--- src/rtl/fft_frame_sched_if.sv ---
// Sample-stream, stage-1 and result-tracking signals of the FFT frame scheduler.
// master = stream source / result observer, slave = scheduler.
interface fft_frame_sched_if;
  logic               s_valid;
  logic               s_ready;
  logic signed [13:0] s_data_r;
  logic signed [13:0] s_data_i;
  logic               s_flush;
  logic               fft_valid;
  logic signed [13:0] fft_data_r;
  logic signed [13:0] fft_data_i;
  logic               out_valid;
  logic [4:0]         out_index;
  logic [4:0]         out_bitrev;
  logic               out_last;
  logic [15:0]        frames_done;
  logic               busy;

  modport master (
    output s_valid, s_data_r, s_data_i, s_flush,
    input  s_ready, fft_valid, fft_data_r, fft_data_i,
    input  out_valid, out_index, out_bitrev, out_last, frames_done, busy
  );

  modport slave (
    input  s_valid, s_data_r, s_data_i, s_flush,
    output s_ready, fft_valid, fft_data_r, fft_data_i,
    output out_valid, out_index, out_bitrev, out_last, frames_done, busy
  );
endinterface

--- src/rtl/fft_frame_sched.sv ---
// Input FIFO plus frame launcher for the 32-point SDF FFT: emits only whole,
// gap-free 32-beat frames, zero-pads a flushed tail, and tags results by index.
module fft_frame_sched #(
  parameter int DEPTH    = 64,
  parameter int N        = 32,
  parameter int PIPE_LAT = 36
) (
  input logic              clk,
  input logic              rst_n,
  fft_frame_sched_if.slave bus
);

  localparam int PTR_W  = $clog2(DEPTH);
  localparam int CNT_W  = $clog2(DEPTH + 1);
  localparam int BEAT_W = $clog2(N);
  localparam logic [CNT_W-1:0]  FRAME_CNT = CNT_W'(N);
  localparam logic [CNT_W-1:0]  FULL_CNT  = CNT_W'(DEPTH);
  localparam logic [BEAT_W-1:0] LAST_BEAT = BEAT_W'(N - 1);

  typedef enum logic {IDLE = 1'b0, STREAM = 1'b1} state_t;

  state_t              state_reg, state_next;
  logic [BEAT_W-1:0]   beat_reg, beat_next;
  logic [BEAT_W-1:0]   pad_start_reg, pad_start_next;
  logic                pad_lock_reg, pad_lock_next;
  logic                flush_pend_reg, flush_pend_next;

  logic [27:0]         fifo_mem [DEPTH];
  logic [PTR_W-1:0]    wr_ptr_reg, rd_ptr_reg;
  logic [CNT_W-1:0]    count_reg;
  logic [CNT_W:0]      avail;
  logic                wr_en, rd_en, issue, s_ready_int;

  logic                fft_valid_reg;
  logic [27:0]         fft_data_reg;
  logic [PIPE_LAT-1:0] lat_reg;
  logic [BEAT_W-1:0]   out_index_reg;
  logic [BEAT_W-1:0]   bitrev;
  logic [15:0]         frames_done_reg;
  logic                out_valid, out_last;

  assign s_ready_int = (count_reg < FULL_CNT) && !pad_lock_reg && !flush_pend_reg;
  assign wr_en       = bus.s_valid && s_ready_int;
  // Occupancy after this cycle's write; the FIFO is read one cycle ahead of
  // the beat shown on the output register, so no read term appears here.
  assign avail       = {1'b0, count_reg} + {{CNT_W{1'b0}}, wr_en};

  always_ff @(posedge clk or negedge rst_n) begin
    if (!rst_n) begin
      state_reg      <= IDLE;
      beat_reg       <= '0;
      pad_start_reg  <= '0;
      pad_lock_reg   <= 1'b0;
      flush_pend_reg <= 1'b0;
    end else begin
      state_reg      <= state_next;
      beat_reg       <= beat_next;
      pad_start_reg  <= pad_start_next;
      pad_lock_reg   <= pad_lock_next;
      flush_pend_reg <= flush_pend_next;
    end
  end

  always_comb begin
    state_next      = state_reg;
    beat_next       = beat_reg;
    pad_start_next  = pad_start_reg;
    pad_lock_next   = pad_lock_reg;
    flush_pend_next = flush_pend_reg;
    case (state_reg)
      IDLE: begin
        if (count_reg >= FRAME_CNT) begin
          state_next    = STREAM;
          beat_next     = '0;
          pad_lock_next = 1'b0;
        end else if (flush_pend_reg && (count_reg != '0)) begin
          state_next     = STREAM;
          beat_next      = '0;
          pad_start_next = count_reg[BEAT_W-1:0];
          pad_lock_next  = 1'b1;
        end else if (flush_pend_reg) begin
          flush_pend_next = 1'b0;
        end
      end
      STREAM: begin
        if (beat_reg != LAST_BEAT) begin
          beat_next = beat_reg + 1'b1;
        end else begin
          beat_next = '0;
          if (pad_lock_reg) begin
            pad_lock_next   = 1'b0;
            flush_pend_next = 1'b0;
            state_next      = IDLE;
          end else if (avail >= {1'b0, FRAME_CNT}) begin
            state_next = STREAM;
          end else begin
            state_next = IDLE;
          end
        end
      end
      default: state_next = IDLE;
    endcase
    if (bus.s_flush) begin
      flush_pend_next = 1'b1;
    end
  end

  // The beat being decided now is presented from the output register next cycle.
  always_comb begin
    issue = (state_next == STREAM);
    rd_en = issue && (!pad_lock_next || (beat_next < pad_start_next));
  end

  always_ff @(posedge clk) begin
    if (wr_en) begin
      fifo_mem[wr_ptr_reg] <= {bus.s_data_r, bus.s_data_i};
    end
  end

  always_ff @(posedge clk or negedge rst_n) begin
    if (!rst_n) begin
      wr_ptr_reg      <= '0;
      rd_ptr_reg      <= '0;
      count_reg       <= '0;
      fft_valid_reg   <= 1'b0;
      fft_data_reg    <= '0;
      lat_reg         <= '0;
      out_index_reg   <= '0;
      frames_done_reg <= '0;
    end else begin
      if (wr_en) wr_ptr_reg <= wr_ptr_reg + 1'b1;
      if (rd_en) rd_ptr_reg <= rd_ptr_reg + 1'b1;
      if (wr_en && !rd_en) begin
        count_reg <= count_reg + 1'b1;
      end else if (!wr_en && rd_en) begin
        count_reg <= count_reg - 1'b1;
      end
      fft_valid_reg <= issue;
      fft_data_reg  <= rd_en ? fifo_mem[rd_ptr_reg] : '0;
      lat_reg       <= {lat_reg[PIPE_LAT-2:0], fft_valid_reg};
      if (out_valid) out_index_reg <= out_index_reg + 1'b1;
      if (out_last) frames_done_reg <= frames_done_reg + 1'b1;
    end
  end

  assign out_valid = lat_reg[PIPE_LAT-1];
  assign out_last  = out_valid && (out_index_reg == LAST_BEAT);

  for (genvar gi = 0; gi < BEAT_W; gi++) begin : g_bitrev
    assign bitrev[gi] = out_index_reg[BEAT_W-1-gi];
  end

  assign bus.s_ready     = s_ready_int;
  assign bus.fft_valid   = fft_valid_reg;
  assign bus.fft_data_r  = fft_data_reg[27:14];
  assign bus.fft_data_i  = fft_data_reg[13:0];
  assign bus.out_valid   = out_valid;
  assign bus.out_index   = out_index_reg;
  assign bus.out_bitrev  = bitrev;
  assign bus.out_last    = out_last;
  assign bus.frames_done = frames_done_reg;
  assign bus.busy        = (state_reg != IDLE) || (|lat_reg);

endmodule
--- src/flat_wrapper.sv ---
// flat-port wrapper written by rule: the top's interface ports become plain ports
module fft_frame_sched_flat 
#(
  parameter int DEPTH    = 64,
  parameter int N        = 32,
  parameter int PIPE_LAT = 36
)
  (clk, rst_n, bus_s_valid, bus_s_data_r, bus_s_data_i, bus_s_flush, bus_s_ready, bus_fft_valid, bus_fft_data_r, bus_fft_data_i, bus_out_valid, bus_out_index, bus_out_bitrev, bus_out_last, bus_frames_done, bus_busy);
  fft_frame_sched_if bus_i ();
  input logic clk;
  input logic rst_n;
  input wire logic [$bits(bus_i.s_valid)-1:0] bus_s_valid;
  input wire logic [$bits(bus_i.s_data_r)-1:0] bus_s_data_r;
  input wire logic [$bits(bus_i.s_data_i)-1:0] bus_s_data_i;
  input wire logic [$bits(bus_i.s_flush)-1:0] bus_s_flush;
  output wire logic [$bits(bus_i.s_ready)-1:0] bus_s_ready;
  output wire logic [$bits(bus_i.fft_valid)-1:0] bus_fft_valid;
  output wire logic [$bits(bus_i.fft_data_r)-1:0] bus_fft_data_r;
  output wire logic [$bits(bus_i.fft_data_i)-1:0] bus_fft_data_i;
  output wire logic [$bits(bus_i.out_valid)-1:0] bus_out_valid;
  output wire logic [$bits(bus_i.out_index)-1:0] bus_out_index;
  output wire logic [$bits(bus_i.out_bitrev)-1:0] bus_out_bitrev;
  output wire logic [$bits(bus_i.out_last)-1:0] bus_out_last;
  output wire logic [$bits(bus_i.frames_done)-1:0] bus_frames_done;
  output wire logic [$bits(bus_i.busy)-1:0] bus_busy;
  assign bus_i.s_valid = bus_s_valid;
  assign bus_i.s_data_r = bus_s_data_r;
  assign bus_i.s_data_i = bus_s_data_i;
  assign bus_i.s_flush = bus_s_flush;
  assign bus_s_ready = bus_i.s_ready;
  assign bus_fft_valid = bus_i.fft_valid;
  assign bus_fft_data_r = bus_i.fft_data_r;
  assign bus_fft_data_i = bus_i.fft_data_i;
  assign bus_out_valid = bus_i.out_valid;
  assign bus_out_index = bus_i.out_index;
  assign bus_out_bitrev = bus_i.out_bitrev;
  assign bus_out_last = bus_i.out_last;
  assign bus_frames_done = bus_i.frames_done;
  assign bus_busy = bus_i.busy;
  fft_frame_sched #(.DEPTH(DEPTH), .N(N), .PIPE_LAT(PIPE_LAT)) u_core (.clk(clk), .rst_n(rst_n), .bus(bus_i));
endmodule
--- config.mk ---
export PLATFORM = sky130hd
export DESIGN_NAME = fft_frame_sched_flat
export DESIGN_NICKNAME = d
export VERILOG_FILES = /design/src/rtl/fft_frame_sched_if.sv /design/src/rtl/fft_frame_sched.sv /design/src/flat_wrapper.sv
export SDC_FILE = /design/constraint.sdc
export NUM_CORES = 2
export LEC_CHECK = 0
export ABC_AREA = 0
export BUFFER_PORTS_ARGS = -buffer_cell sky130_fd_sc_hd__buf_2
export CAP_MARGIN = 15
export CORE_ASPECT_RATIO = 0.75
export CORE_MARGIN = 10
export CORE_UTILIZATION = 45
export DETAILED_ROUTE_END_ITERATION = 10
export PLACE_DENSITY = 0.61
export SLEW_MARGIN = 20
export SYNTH_ARGS = -nofsm -noshare
export SYNTH_HDL_FRONTEND = slang
export SYNTH_SLANG_ARGS = --single-unit
--- constraint.sdc ---
create_clock -name clk -period 5.5 [get_ports clk]
set_input_delay 0.275 -clock clk [delete_from_list [all_inputs] [get_ports clk]]
set_output_delay 0.275 -clock clk [all_outputs]
set_load 0.05 [all_outputs]
Word-level counts from Yosys, hierarchy flattened. Memories as Yosys holds them, arrays and structs flattened. Index checks and enable logic that the tools add are counted. W data, S select, Z words.

Memories: 1. Memory bits (writable): 1792. Word-level logic and storage cells: 79. Register bits: 117. Output and inout bits: 59.

Eq/ne operators: 6. Order comparisons: 4. Reduce and logical (&&, ||, !) cells: 19. Add/subtract/negate cells: 8. Muxes and demuxes: 28. Bitwise logic cells: 1.

Memories: u_core.fifo_mem (words 64, width 28, read ports 1, clocked after Yosys merged registers in 0, wr ports 1, RTL line fft_frame_sched.sv:28) `logic [27:0] fifo_mem [DEPTH];`.

Operators by type and width (number): $reduce_or A36 Y1 (1); $mux W5 (6); $mux W28 (1); $add A16 B1 Y16 const B (1); $mux W1 (15); $mux W7 (2); $add A6 B1 Y6 const B (2); $ne A3 B3 Y1 const B (4); $add A5 B1 Y5 const B (2); $pmux W5 S2 (1); $add A7 B1 Y8 (1); $ge A8 B6 Y1 const B (1); $logic_and A1 B1 Y1 (8); $add A7 B1 Y7 const B (1); $ge A7 B6 Y1 const B (1); $lt A7 B7 Y1 const B (1); $reduce_bool A7 Y1 (1); $sub A7 B1 Y7 const B (1); $pmux W1 S2 (3); $eq A5 B5 Y1 const B (1); $logic_not A1 Y1 (5); $lt A5 B5 Y1 (1); $ne A5 B5 Y1 const B (1); $reduce_and A4 Y1 (1); other kinds (3) (4).

Logic depth before layout (Yosys ltp).
Word-level depth: 14. Gate-level depth with buffers: 23. Gate-level depth less buffers: 21.

Least setup slack after synthesis. No wires, ideal clock.

Path kind: reg-to-reg. Start point: register u_core.count_reg[6]. End point: register u_core.count_reg[6]. Arrival time: 4835 ps. Cell stages (with the launch flop): 20. Required time: 5370 ps. Buffers on the path: 3. Setup slack: 535 ps. Path through: dfrtp_1 -> nor3_1 -> and2_1 -> clkbuf_1 -> ha_1 -> and4_1 -> nand4b_1 -> a211oi_1 -> a2111o_1 -> buf_6 -> buf_2 -> ha_1 -> inv_1 -> fa_1 -> a21o_1 -> a21oi_1 -> o21bai_1 -> mux2i_1 -> o211ai_1 -> xor2_1.

Cells in the longest elaborated chain, start to end: 14. Elaborated cells between the ends (all ways): 37. Classes of those cells: add/sub: 3; order compare: 4; mux: 17; reduce/logical: 13.

RTL lines: start, declared (RTL line fft_frame_sched.sv:30) `logic [CNT_W-1:0] count_reg;`; start signal, assigned (RTL line fft_frame_sched.sv:134) `count_reg <= count_reg + 1'b1;`; start signal, assigned (RTL line fft_frame_sched.sv:136) `count_reg <= count_reg - 1'b1;`; $lt A7 B7 Y1 (*) (RTL line fft_frame_sched.sv:42) `assign s_ready_int = (count_reg < FULL_CNT) && !pad_lock_reg && !flush_pend_reg;`; $logic_and A1 B1 Y1 (*) (2 in a row) (RTL line fft_frame_sched.sv:42); named net bus_s_ready (RTL line flat_wrapper.sv:16) `output wire logic [$bits(bus_i.s_ready)-1:0] bus_s_ready;`; $logic_and A1 B1 Y1 (*) (RTL line fft_frame_sched.sv:43) `assign wr_en = bus.s_valid && s_ready_int;`; named net u_core.wr_en (RTL line fft_frame_sched.sv:32) `logic wr_en, rd_en, issue, s_ready_int;`; $add A7 B1 Y8 (RTL line fft_frame_sched.sv:46) `assign avail = {1'b0, count_reg} + {{CNT_W{1'b0}}, wr_en};`; $ge A8 B6 Y1 (RTL line fft_frame_sched.sv:94) `end else if (avail >= {1'b0, FRAME_CNT}) begin`; $mux W1 (RTL line fft_frame_sched.sv:94); $mux W1 (RTL line fft_frame_sched.sv:90) `if (pad_lock_reg) begin`; $mux W1 (RTL line fft_frame_sched.sv:86) `if (beat_reg != LAST_BEAT) begin`; $pmux W1 S2 (RTL line fft_frame_sched.sv:70) `case (state_reg)`; $logic_and A1 B1 Y1 (RTL line fft_frame_sched.sv:111) `rd_en = issue && (!pad_lock_next || (beat_next < pad_start_next));`; $logic_not A1 Y1 (RTL line fft_frame_sched.sv:133) `if (wr_en && !rd_en) begin`; $logic_and A1 B1 Y1 (RTL line fft_frame_sched.sv:133); $mux W7 / $reduce_bool A2 Y1 (equally long branches).

Mark *: on every way through the listed nets, which the timed path passes. The rest lies on a longest branch. The select of a mux whose other input is x is not followed. A chain may end at the register's enable or synchronous reset.

Worst setup path after layout.
Start point: register u_core.count_reg[1]. End point: register u_core.count_reg[6].

Cells in the longest elaborated chain, start to end: 14. Elaborated cells between the ends (all ways): 37. Classes of those cells: add/sub: 3; order compare: 4; mux: 17; reduce/logical: 13.

RTL lines (RTL line): $lt A7 B7 Y1 (fft_frame_sched.sv:42); $logic_and A1 B1 Y1 (2 in a row) (fft_frame_sched.sv:42); $logic_and A1 B1 Y1 (fft_frame_sched.sv:43); $add A7 B1 Y8 (fft_frame_sched.sv:46); $ge A8 B6 Y1 (fft_frame_sched.sv:94); $mux W1 (fft_frame_sched.sv:94); $mux W1 (fft_frame_sched.sv:90); $mux W1 (fft_frame_sched.sv:86); $pmux W1 S2 (fft_frame_sched.sv:70); $logic_and A1 B1 Y1 (fft_frame_sched.sv:111); $logic_not A1 Y1 (fft_frame_sched.sv:133); $logic_and A1 B1 Y1 (fft_frame_sched.sv:133); $mux W7 / $reduce_bool A2 Y1 (equally long branches).

Parallel ways exist; a longest one is shown, timed or not. The select of a mux whose other input is x is not followed.

==> results.py <==
metrics = {
    "outcome": {
        "outcome": "complete, no violations",
    },
    "power": {
        "internal_power_mw": 27.46,
        "p_sw_frac": 0.3176,
        "pwr-share-comb": 0.290,
        "ir_drop_v": 0.0004136,
        "portion_of_total_power_attributed_to_sequential_cells": 0.414,
        "power.share.clock": 0.296,
        "switchingPower_mw": 12.78,
        "cellPowerDensity_mw_per_mm2": 488.0,
        "cellLeakagePower_nw": 26.01,
        "totalPowerFinal_mw": 40.24,
    },
    "clock_network": {
        "cts_resized": 0,
        "tritoncts": "built",
        "cts.reportedPaths.clkPinSlew_ns": 0.06,
        "clock_latency_ns": 0.81,
        "cts_root_buffer": "clkbuf_16",
        "cts.sink_count": 1909,
        "cts_buffers": 174,
        "cts_post_setup_buffers_inserted": 0,
        "ctsLongestPathBuffers": 3,
        "maximum_level_of_the_cts_h_tree": 4,
    },
    "critical_path": {
        "critical_path.cell_chain": "or4_4 -> o211ai_2 -> mux2i_1 -> ha_1 -> a21o_1 -> nand3_1 -> a22oi_1 -> a2111o_2 -> ha_1 -> inv_1 -> ha_1 -> a21o_1 -> a21oi_1 -> o21bai_1 -> mux2i_1 -> o211ai_1 -> xor2_1",
        "critical_path_s_largest_stage_delay_ns": 0.60,
        "end_kind": "flop",
        "setup.worst_path.class": "reg -> reg",
        "cpMaxStageDelayCell": "or4_4",
        "critical_path_arrival_ns": 5.37,
        "critical_path.reg2reg.endpoint": "u_core.count_reg[6]",
        "worstSetupStartpointType": "flop",
        "ff2ff_setup_slack_ns": 0.82,
        "crit-reg2reg-launch": "u_core.count_reg[1]",
        "crit_path_start": "u_core.count_reg[1]",
        "cp_top_family": "compound AO/OA/AOI/OAI gates",
        "worst-r2r-cell-count": 17,
        "cp.buffers_inverters": 1,
        "crit_path_max_fanout": 8,
        "critical_path.most_common_cell": "ha_1",
        "data_required_time_at_the_worst_endpoint_ns": 6.19,
    },
    "routing": {
        "wl_per_cell_um": 31.30,
        "via_count_of_the_routed_design": 34760,
        "drt-pass1-iter-count": 6,
        "drt-vias-per-instance": 5.995,
        "postRouteAntennaNets": 0,
        "post-route-drc-count": 0,
        "drt_iter0_drc": 4414,
        "totalWireLength_um": 181500,
    },
    "floorplanning": {
        "die-area_mm2": 0.1782,
        "dieWidth_um": 484.2,
        "i_o_pin_total": 91,
        "start_util": 0.4540,
        "floorplan_row_count": 127,
        "die_height_um": 368.1,
        "core-area_mm2": 0.1602,
    },
    "sta": {
        "clock_skew_ns": 0.02331,
        "rsz0062_at_grt": "no",
        "clock.fmax_mhz": 213.7,
        "finalMaxSlewViolations": 0,
        "final-setup-viol-count": 0,
        "post-route-min-period_ns": 4.679,
        "final.period_utilization": 0.8507,
        "slew_headroom": 0.1777,
        "timing.setup.tns_ns": 0,
        "hold_viol_final": 0,
        "timing_worst_slew_pin_value_ns": 1.225,
    },
    "synthesis": {
        "synth-async-reset-ratio": 0.06129,
        "syn_area_per_cell_um2": 21.92,
        "dominantRegCellSynth": "edfxtp_1",
        "yosysUniqueCellTypes": 56,
        "synth_enable_flop_cells": 1792,
        "ys_seq_elements": 1909,
        "yosys_warnings": 0,
        "synthesized_area_mm2": 0.07272,
        "synthCells": 3317,
        "synthesized_netlist_net_count": 3370,
        "yosysSeqAreaShare": 0.7802,
    },
    "flow_run": {
        "maxCapViolCount": 0,
    },
    "grt": {
        "overflow": 0,
        "antenna_found_initial": 10,
        "grt_pass1_wl_um": 260000,
        "grt_start_max_net_pins": 93,
        "gr-usage-all-layers": 0.2008,
        "first_global_vias": 34170,
    },
    "place": {
        "dp_hpwl_um": 103800,
        "buffer_ports.inserted": 90,
        "gp_congestion": 0.7933,
    },
    "final_layout": {
        "layout.nets": 3575,
        "area.growth.synth_to_final_pct": 13.39,
        "fillerInstances": 12480,
        "mostFrequentLayoutCell": "edfxtp_1",
        "layout.cells.most_common_list": "edfxtp_1 (1792), mux4_2 (449), clkbuf_16 (178)",
        "share_of_cells_above_drive_strength_1": 0.2695,
        "number_of_flip_flops_in_the_largest_register": 1792,
    },
    "worst_hold_path": {
        "hp_class": "in -> reg",
        "min-delay-start": "bus_s_data_r[9]",
        "min_path_cells": 1,
        "terminating_pin_of_the_worst_hold_path": "u_core.fifo_mem[1][23]",
    },
}
[how the worst max path moves through the flow]
stage | endpoint | slack, ns | cells after the start
detailed placement | u_core.count_reg[6] | 0.82 | 18
global placement | u_core.count_reg[6] | 0.86 | 18
global route | u_core.count_reg[5] | 0.49 | 18
floorplan | u_core.count_reg[6] | 0.53 | 19
finish | u_core.count_reg[6] | 0.82 | 17
CTS | u_core.count_reg[6] | 0.82 | 17
[repair_timing]
item | 4_1_cts | 5_1_grt
hold endpoints to repair | 68 | 0
endpoints found under the setup margin | 0 | 0
hold buffers | 5 | 0
[metrics by stage]
stage                     utilization  cells  hold WS (ns)  worst slack, ns  instance area (µm²)
final                          0.5148   5798        0.1014           0.8214                82460
after global routing           0.5147   5795        0.1298           0.4858                82450
after CTS                      0.5132   5784       0.07664           0.8196                82200
after detailed placement       0.4784   5459        0.3069           0.8189                76620
after global placement         0.4778   5455        0.3081           0.8609                76530
after floorplan                     -   3317      -0.02059           0.5349                72720
[worst reg2reg max path, cell delays in order (launching register included)]
cell and delay (ns):
dfrtp_1 0.47, or4_4 0.60, o211ai_2 0.36, mux2i_1 0.33, ha_1 0.29, a21o_1 0.17
nand3_1 0.08, a22oi_1 0.06, a2111o_2 0.40, ha_1 0.26, inv_1 0.23, ha_1 0.32
a21o_1 0.19, a21oi_1 0.23, o21bai_1 0.12, mux2i_1 0.16, o211ai_1 0.12, xor2_1 0.16
[layer usage]
| layer | up-vias | global-route usage | share of wire |
|---|---|---|---|
| li1 | 14320 | - | - |
| met1 | 18710 | 0.3010 | 0.43 |
| met2 | 1509 | 0.2916 | 0.44 |
| met3 | 217 | 0.05567 | 0.10 |
| met4 | 2 | 0.04885 | 0.021 |
| met5 | - | 0 | 0.000072 |
[layout make-up]
class / instances / area, µm² / area share
diodes: 4 / 10.01 / 0.0001214
clock buffers: 224 / 4687 / 0.05684
clock inverters: 96 / 834.6 / 0.01012
inverters: 12 / 47.55 / 0.0005766
multi-input cells: 1217 / 15650 / 0.1898
flip-flops and latches: 1909 / 56750 / 0.6883
well taps: 2128 / 2663 / 0.03229
repair buffers: 208 / 1813 / 0.02199
[synth_stat cells (all sizes together) (21+ instances only)]
cell,number,area (µm²)
o22ai,39,244.0
o21ai,32,160.2
nor2,127,476.7
nand2,99,371.6
nor3,35,196.4
mux2i,91,910.9
xnor2,21,183.9
mux4,449,10110
edfxtp,1792,53810
buf,83,420.4
clkbuf,96,361.6
nor2b,28,175.2
nand2b,21,131.4
dfrtp,117,2928
a22oi,58,435.4
a211oi,31,232.7
[kinds of logic after synthesis]
family,count (synthesis),share of synthesized area
adders and majority gates,21,0.003716
AOI/OAI and AO/OA,247,0.02380
buffers and inverters,191,0.01137
DFF,1909,0.7802
muxes,553,0.1536
xor gates and xnor gates,34,0.004095
and+or+nand+nor,362,0.02319
[power groups by stage]
| stage | Clock (mW) | Sequential (mW) | Combinational, mW |
|---|---|---|---|
| after global placement | 0 | 17.0 | 11.7 |
| after CTS | 12.1 | 16.7 | 11.7 |
| final | 11.9 | 16.7 | 11.7 |
| after floorplan | 0 | 17.0 | 7.23 |
| after global routing | 12.7 | 16.7 | 12.3 |
| after detailed placement | 0 | 17.0 | 11.7 |
No activity file was read; power rests on OpenSTA's default activity.
